### config.mk
export PLATFORM = sky130hd
export DESIGN_NAME = i2c_byte_receiver
export DESIGN_NICKNAME = d
export VERILOG_FILES = /design/src/rtl/i2c_pkg.sv /design/src/rtl/i2c_line_sync.sv /design/src/rtl/i2c_byte_receiver.sv
export SDC_FILE = /design/constraint.sdc
export NUM_CORES = 1
export LEC_CHECK = 0
export ABC_AREA = 1
export CAP_MARGIN = 0
export CORE_UTILIZATION = 54
export CTS_CLUSTER_DIAMETER = 60
export DETAILED_ROUTE_END_ITERATION = 12
export PLACE_DENSITY = 0.75
export SETUP_SLACK_MARGIN = 0.1
export SLEW_MARGIN = 10
export SYNTH_ARGS = -nofsm -noshare
export SYNTH_HDL_FRONTEND = slang
export SYNTH_SLANG_ARGS = --single-unit
### constraint.sdc
create_clock -name clk -period 1.4 [get_ports clk]
set_input_delay 0.21 -clock clk [delete_from_list [all_inputs] [get_ports clk]]
set_output_delay 0.21 -clock clk [all_outputs]
set_load 0.02 [all_outputs]
### src/rtl/i2c_pkg.sv
// Shared types and constants for the I2C byte receiver and its master.
package i2c_pkg;

  typedef enum logic [1:0] {
    IDLE,
    RECV,
    ACK
  } state_t;

  localparam int DEFAULT_MESSAGE_LENGTH = 8;

  function automatic int count_width(input int message_length);
    return $clog2(message_length + 1);
  endfunction

endpackage

### src/rtl/i2c_line_sync.sv
// Multi-flop synchronizer for one I2C line, with a delayed copy for edge detection.
module i2c_line_sync #(
  parameter int SYNC_STAGES = 2
) (
  input  logic clk,
  input  logic reset,
  input  logic line,
  output logic level,
  output logic rise,
  output logic fall
);

  logic [SYNC_STAGES-1:0] chain_reg;
  logic                   prev_reg;

  if (SYNC_STAGES < 2 || SYNC_STAGES > 3) begin : g_bad_stages
    $error("i2c_line_sync: SYNC_STAGES must be 2 or 3");
  end

  // Reset to 1 so an idle bus is not mistaken for an edge after reset.
  always_ff @(posedge clk) begin
    if (!reset) begin
      chain_reg <= '1;
      prev_reg  <= 1'b1;
    end else begin
      chain_reg <= {chain_reg[SYNC_STAGES-2:0], line};
      prev_reg  <= chain_reg[SYNC_STAGES-1];
    end
  end

  assign level = chain_reg[SYNC_STAGES-1];
  assign rise  = level & ~prev_reg;
  assign fall  = ~level & prev_reg;

endmodule

### src/rtl/i2c_byte_receiver.sv
// Receive-only I2C slave: START/STOP detection and MSB-first word capture.
// Optional open-drain ACK request output is enabled by I2C_RX_ACK_DRIVE_EN.
module i2c_byte_receiver
  import i2c_pkg::*;
#(
  parameter int MESSAGE_LENGTH = DEFAULT_MESSAGE_LENGTH,
  parameter int ACK_SLOT       = 1,
  parameter int SYNC_STAGES    = 2
) (
  input  logic                      clk,
  input  logic                      reset,
  input  logic                      sda,
  input  logic                      scl,
  output logic [MESSAGE_LENGTH-1:0] data_out,
  output logic                      data_valid,
  output logic                      busy,
  output logic                      frame_error
`ifdef I2C_RX_ACK_DRIVE_EN
  ,
  output logic                      sda_ack_n
`endif
);

  localparam int CW = count_width(MESSAGE_LENGTH);
  localparam logic [CW-1:0] LAST_BIT = CW'(MESSAGE_LENGTH - 1);

  if (MESSAGE_LENGTH < 2) begin : g_bad_length
    $error("i2c_byte_receiver: MESSAGE_LENGTH must be at least 2");
  end

`ifdef I2C_RX_ACK_DRIVE_EN
  if (ACK_SLOT == 0) begin : g_bad_ack_cfg
    $error("i2c_byte_receiver: ACK drive requires ACK_SLOT=1");
  end
`endif

  logic s_scl, scl_rise, scl_fall;
  logic s_sda, sda_rise, sda_fall;

  i2c_line_sync #(.SYNC_STAGES(SYNC_STAGES)) u_scl_sync (
    .clk  (clk),
    .reset(reset),
    .line (scl),
    .level(s_scl),
    .rise (scl_rise),
    .fall (scl_fall)
  );

  i2c_line_sync #(.SYNC_STAGES(SYNC_STAGES)) u_sda_sync (
    .clk  (clk),
    .reset(reset),
    .line (sda),
    .level(s_sda),
    .rise (sda_rise),
    .fall (sda_fall)
  );

  state_t                    state_reg, state_next;
  logic [CW-1:0]             count_reg;
  logic [MESSAGE_LENGTH-2:0] shift_reg;
  logic                      bit_open_reg;
  logic                      ack_rise_seen_reg;
  logic                      start_cond, stop_cond;
  logic                      bit_done;
  logic                      partial;
  logic [MESSAGE_LENGTH-1:0] word;

  assign start_cond = sda_fall & s_scl;
  assign stop_cond  = sda_rise & s_scl;
  assign word       = {shift_reg, s_sda};
  assign bit_done   = (state_reg == RECV) & scl_rise & ~start_cond & ~stop_cond
                    & (count_reg == LAST_BIT);

  // The scl pulse that carries a STOP or repeated START is sampled as a bit
  // before the sda edge reveals its purpose; that single open bit is not a
  // partial word.
  assign partial = count_reg > CW'(bit_open_reg);

  always_ff @(posedge clk) begin
    if (!reset) begin
      state_reg <= IDLE;
    end else begin
      state_reg <= state_next;
    end
  end

  always_comb begin
    state_next = state_reg;
    if (stop_cond) begin
      state_next = IDLE;
    end else if (start_cond) begin
      state_next = RECV;
    end else begin
      case (state_reg)
        RECV:    if (bit_done && ACK_SLOT != 0) state_next = ACK;
        ACK:     if (scl_fall && ack_rise_seen_reg) state_next = RECV;
        default: state_next = state_reg;
      endcase
    end
  end

  always_comb begin
    busy = (state_reg != IDLE);
  end

  always_ff @(posedge clk) begin
    if (!reset) begin
      count_reg         <= '0;
      shift_reg         <= '0;
      bit_open_reg      <= 1'b0;
      ack_rise_seen_reg <= 1'b0;
      data_out          <= '0;
      data_valid        <= 1'b0;
      frame_error       <= 1'b0;
    end else begin
      data_valid <= 1'b0;
      if (stop_cond) begin
        if (state_reg == RECV && partial) frame_error <= 1'b1;
        count_reg         <= '0;
        bit_open_reg      <= 1'b0;
        ack_rise_seen_reg <= 1'b0;
      end else if (start_cond) begin
        if (state_reg != IDLE && partial) frame_error <= 1'b1;
        count_reg         <= '0;
        bit_open_reg      <= 1'b0;
        ack_rise_seen_reg <= 1'b0;
      end else begin
        if (scl_fall) bit_open_reg <= 1'b0;
        case (state_reg)
          RECV: begin
            if (scl_rise) begin
              shift_reg    <= word[MESSAGE_LENGTH-2:0];
              bit_open_reg <= 1'b1;
              if (count_reg == LAST_BIT) begin
                data_out   <= word;
                data_valid <= 1'b1;
                count_reg  <= '0;
              end else begin
                count_reg <= count_reg + CW'(1);
              end
            end
          end
          ACK: begin
            if (scl_rise) begin
              ack_rise_seen_reg <= 1'b1;
            end else if (scl_fall && ack_rise_seen_reg) begin
              ack_rise_seen_reg <= 1'b0;
            end
          end
          default: ;
        endcase
      end
    end
  end

`ifdef I2C_RX_ACK_DRIVE_EN
  // Pull low from the fall that ends the last data bit to the fall ending the ACK pulse.
  always_ff @(posedge clk) begin
    if (!reset) begin
      sda_ack_n <= 1'b1;
    end else if (start_cond || stop_cond) begin
      sda_ack_n <= 1'b1;
    end else if (state_reg == ACK && scl_fall) begin
      sda_ack_n <= ack_rise_seen_reg;
    end
  end
`endif

endmodule

==> results of run 1 <==
power by group:
part | total (mW) | leakage [nW] | switching (mW) | internal (mW)
clock network | 0.439 | 0.0242 | 0.261 | 0.178
registers | 0.895 | 0.254 | 0.00696 | 0.888
logic | 0.0970 | 0.451 | 0.0566 | 0.0403
Yosys cell counts:
| cell type | number |
|---|---|
| nand2_1 | 43 |
| nor2_1 | 41 |
| dfxtp_1 | 31 |
| inv_1 | 19 |
| nand3_1 | 16 |
| a21oi_1 | 7 |
| nor2_4 | 4 |
| or2_2 | 4 |
| ha_1 | 2 |
| inv_2 | 2 |
| nand2_4 | 2 |
| a31oi_1 | 1 |
| buf_1 | 1 |
| buf_2 | 1 |
| buf_6 | 1 |
| nand2_2 | 1 |
| nand4_1 | 1 |
| nor2_8 | 1 |
| nor3_1 | 1 |
| o21ai_0 | 1 |
metrics by stage:
step	setup TNS, ns	instance area, sq um	hold slack, ns
floorplan	0	1316	0.3166
global placement	0	1479	0.3941
detailed placement	-0.003724	1479	0.4053
CTS	0	1565	0.4250
global route	0	1614	0.4544
finish	0	1614	0.4203
cell usage in the layout, fill, tap and decap left out, types with 5 or more instances in the layout:
| cell type | count |
|---|---|
| a21oi_1 | 7 |
| buf_4 | 7 |
| clkbuf_4 | 5 |
| dfxtp_1 | 25 |
| dlygate4sd2_1 | 10 |
| inv_1 | 19 |
| nand2_1 | 43 |
| nand3_1 | 15 |
| nor2_1 | 39 |
| nor2_4 | 5 |
how the worst min path moves through the flow:
stage                                 start                      end  slack (ns)  cells after the start
CTS                 u_scl_sync.chain_reg[0]  u_scl_sync.chain_reg[1]        0.43                      1
global route        u_scl_sync.chain_reg[0]  u_scl_sync.chain_reg[1]        0.45                      1
floorplan                               scl  u_scl_sync.chain_reg[0]        0.32                      1
finish              u_scl_sync.chain_reg[0]  u_scl_sync.chain_reg[1]        0.42                      1
detailed placement  u_sda_sync.chain_reg[0]  u_sda_sync.chain_reg[1]        0.41                      1
global placement    u_sda_sync.chain_reg[0]  u_sda_sync.chain_reg[1]        0.39                      1
kinds of logic (layout without fill, tap and decap cells):
logic type	count (synthesis)	after routing
DFF	31	31
adders and majority gates	2	2
buffers and inverters	24	49
and+or+nand+nor	114	115
AOI/OAI and AO/OA	9	9
what timing repair did:
action                                  4_1_cts  5_1_grt
pin swaps                                     4        7
setup buffers                                 4        3
endpoints found under the setup margin       20       21
gates resized for setup                      15       12
cloned                                        1        0
hold buffers                                  0        0
endpoints found under the hold margin         0        0
metal layers:
layer | share of wire, % | track usage, % | wire length, microns
met4 | 1.6 | 11.71 | 42
met1 | 47 | 26.89 | 1271
met5 | 0 | 0 | 0
met3 | 3.4 | 6.250 | 92
met2 | 47 | 38.96 | 1270
final cells by class:
type / instances / area, sq um / area share, %
clock buffer: 6 / 41.29 / 2.558
multi-input combinational: 126 / 630.6 / 39.07
inverter: 21 / 78.83 / 4.884
sequential: 31 / 633.1 / 39.22
timing repair buffer: 22 / 195.2 / 12.09
tap: 28 / 35.03 / 2.171
==> key figures, run 1 <==
Synth
  – Synth Area in XOR/XNOR: 0%
  – Syn Area/Cell: 7.313 sq um
  – Seq cells post-synth: 31
  – Synthesized-area fraction occupied by adder cells: 1.901%
  – Register area share after synthesis: 47.15%
  – Post-synthesis mux area share: 0%
  – Synthesized area: 1316 sq um
  – Synth Area in Compound Gates: 3.517%
  – Area leader, netlist: dfxtp_1
  – Share of the synthesized area in the top cell type: 47.15%
  – Syn Inst Count: 180
  – Synth top area cells: dfxtp_1 (47%), nand2_1 (12%), nor2_1 (12%)
  – Largest family of logic cells by synthesized area: simple AND/OR/NAND/NOR gates
  – Syn. warnings: 0
  – Syn_nets: 186
  – Post-Synth Simple-Gate Area: 39.92%
  – Library cells used by synthesis: 20

Final layout
  – Fill cells: 195
  – Fraction of layout cells with a size suffix above 1: 18.93%
  – Layout Cells excl Fill: 234
  – Flip-flop count of the largest register after layout: 8
  – Area grow syn2layout: 22.62%
  – ANT cells: 0
  – Util after Layout: 71.59%
  – Nets: 213

Place
  – Pre-CTS WS: -0.003724 ns
  – GP Congestion: 0.8388
  – Hpwl dp: 1.832 mm
  – Port bufs: 14
  – Placed cell count: 220

Worst setup path
  – CP bufs+invs: 1
  – Worst path max stage delay: 0.34 ns
  – R2R depth: 7
  – Worst Path Class, Setup: register to register
  – CP startpoint: state_reg[0]
  – Reg2reg end: data_out[3]
  – Crit-path max FO: 8
  – Worst R2R Setup Slack: 0.17 ns
  – Reg2reg start: state_reg[0]
  – Startpoint types: register
  – WP depth: 7
  – CP endpoint: data_out[3]
  – Crit-path cells: inv_1 > nor2_2 > nand2_4 > nor2_4 > nand3_1 > nand2_1 > nor2_1
  – Worst path top cell family by delay: simple AND/OR/NAND/NOR gates
  – Highest-delay cell along the critical path: dfxtp_2
  – Critical path required time: 1.61 ns
  – Worst setup EP type: register
  – Arr. time, crit path: 1.44 ns

Global routing
  – First-pass GRT wire length: 4.464 mm
  – GR Util All Layers: 23.24%
  – Number of global-route vias before repair: 1,081
  – Initial antenna violation count: 0
  – GRT Residual Overflow: 0
  – Largest net degree at the start of global routing: 18

Job
  – Number of max-cap violations: 0

Floorplanning
  – Die width: 51.37 microns
  – Core area: 2255 sq um
  – Die area: 2639 sq um
  – Starting Density: 58.38%
  – Row count: 17
  – Die Y-Extent: 51.37 microns
  – I/O pin cnt: 15

Pwr
  – Worst VDD drop: 0.7553 mV
  – Pleak: 0.7289 nW
  – PwrDens: 886.7 nW/um^2
  – Total Power: 1.431 mW

Clock network
  – TritonCTS buffer count: 5
  – CTS Sinks: 31
  – CTS tree: done
  – Root Buffer: clkbuf_4
  – Clock latency on the worst-skew pair: 0.32 ns
  – H-Tree Depth: 2
  – Clk pin slew, worst setup/hold paths: 0.08 ns
  – Max Root-Sink Buffers: 2

Routing
  – First-pass DRT Iterations: 4
  – Vias/cell: 4.872
  – DRC viols: 0
  – Routed wire length: 2.677 mm
  – DR WL/cell: 11.44 microns
  – Post-route ant nets: 0
  – Iteration-0 DRC Markers: 30
  – Routed via count: 1,140

Timing
  – Max frequency: 812.6 MHz
  – Least-Margin Pin Slew: 0.2424 ns
  – Slew Limit Fails: 0
  – Unrepaired setup endpoints after global routing: true
  – Final Hold Vio Count: 0
  – Slew headroom: 83.78%
  – Post-layout min period: 1.231 ns
  – Setup slack after layout: 0.1694 ns
  – Clk_skew: 0.01052 ns
  – Final setup vio count: 0
  – Period utilisation layout: 87.90%

Min path
  – Hold Crit Class: register to register

Outcome
  – Status: complete, no violations
Note: power is estimated with default switching activity, not from simulation.
==> run 2, diff against run 1 <==
HOLD_SLACK_MARGIN = 0.02   (was not set)
==> results of run 2 <==
No change in the layout: final DEF, timing and power equal those of run 1.
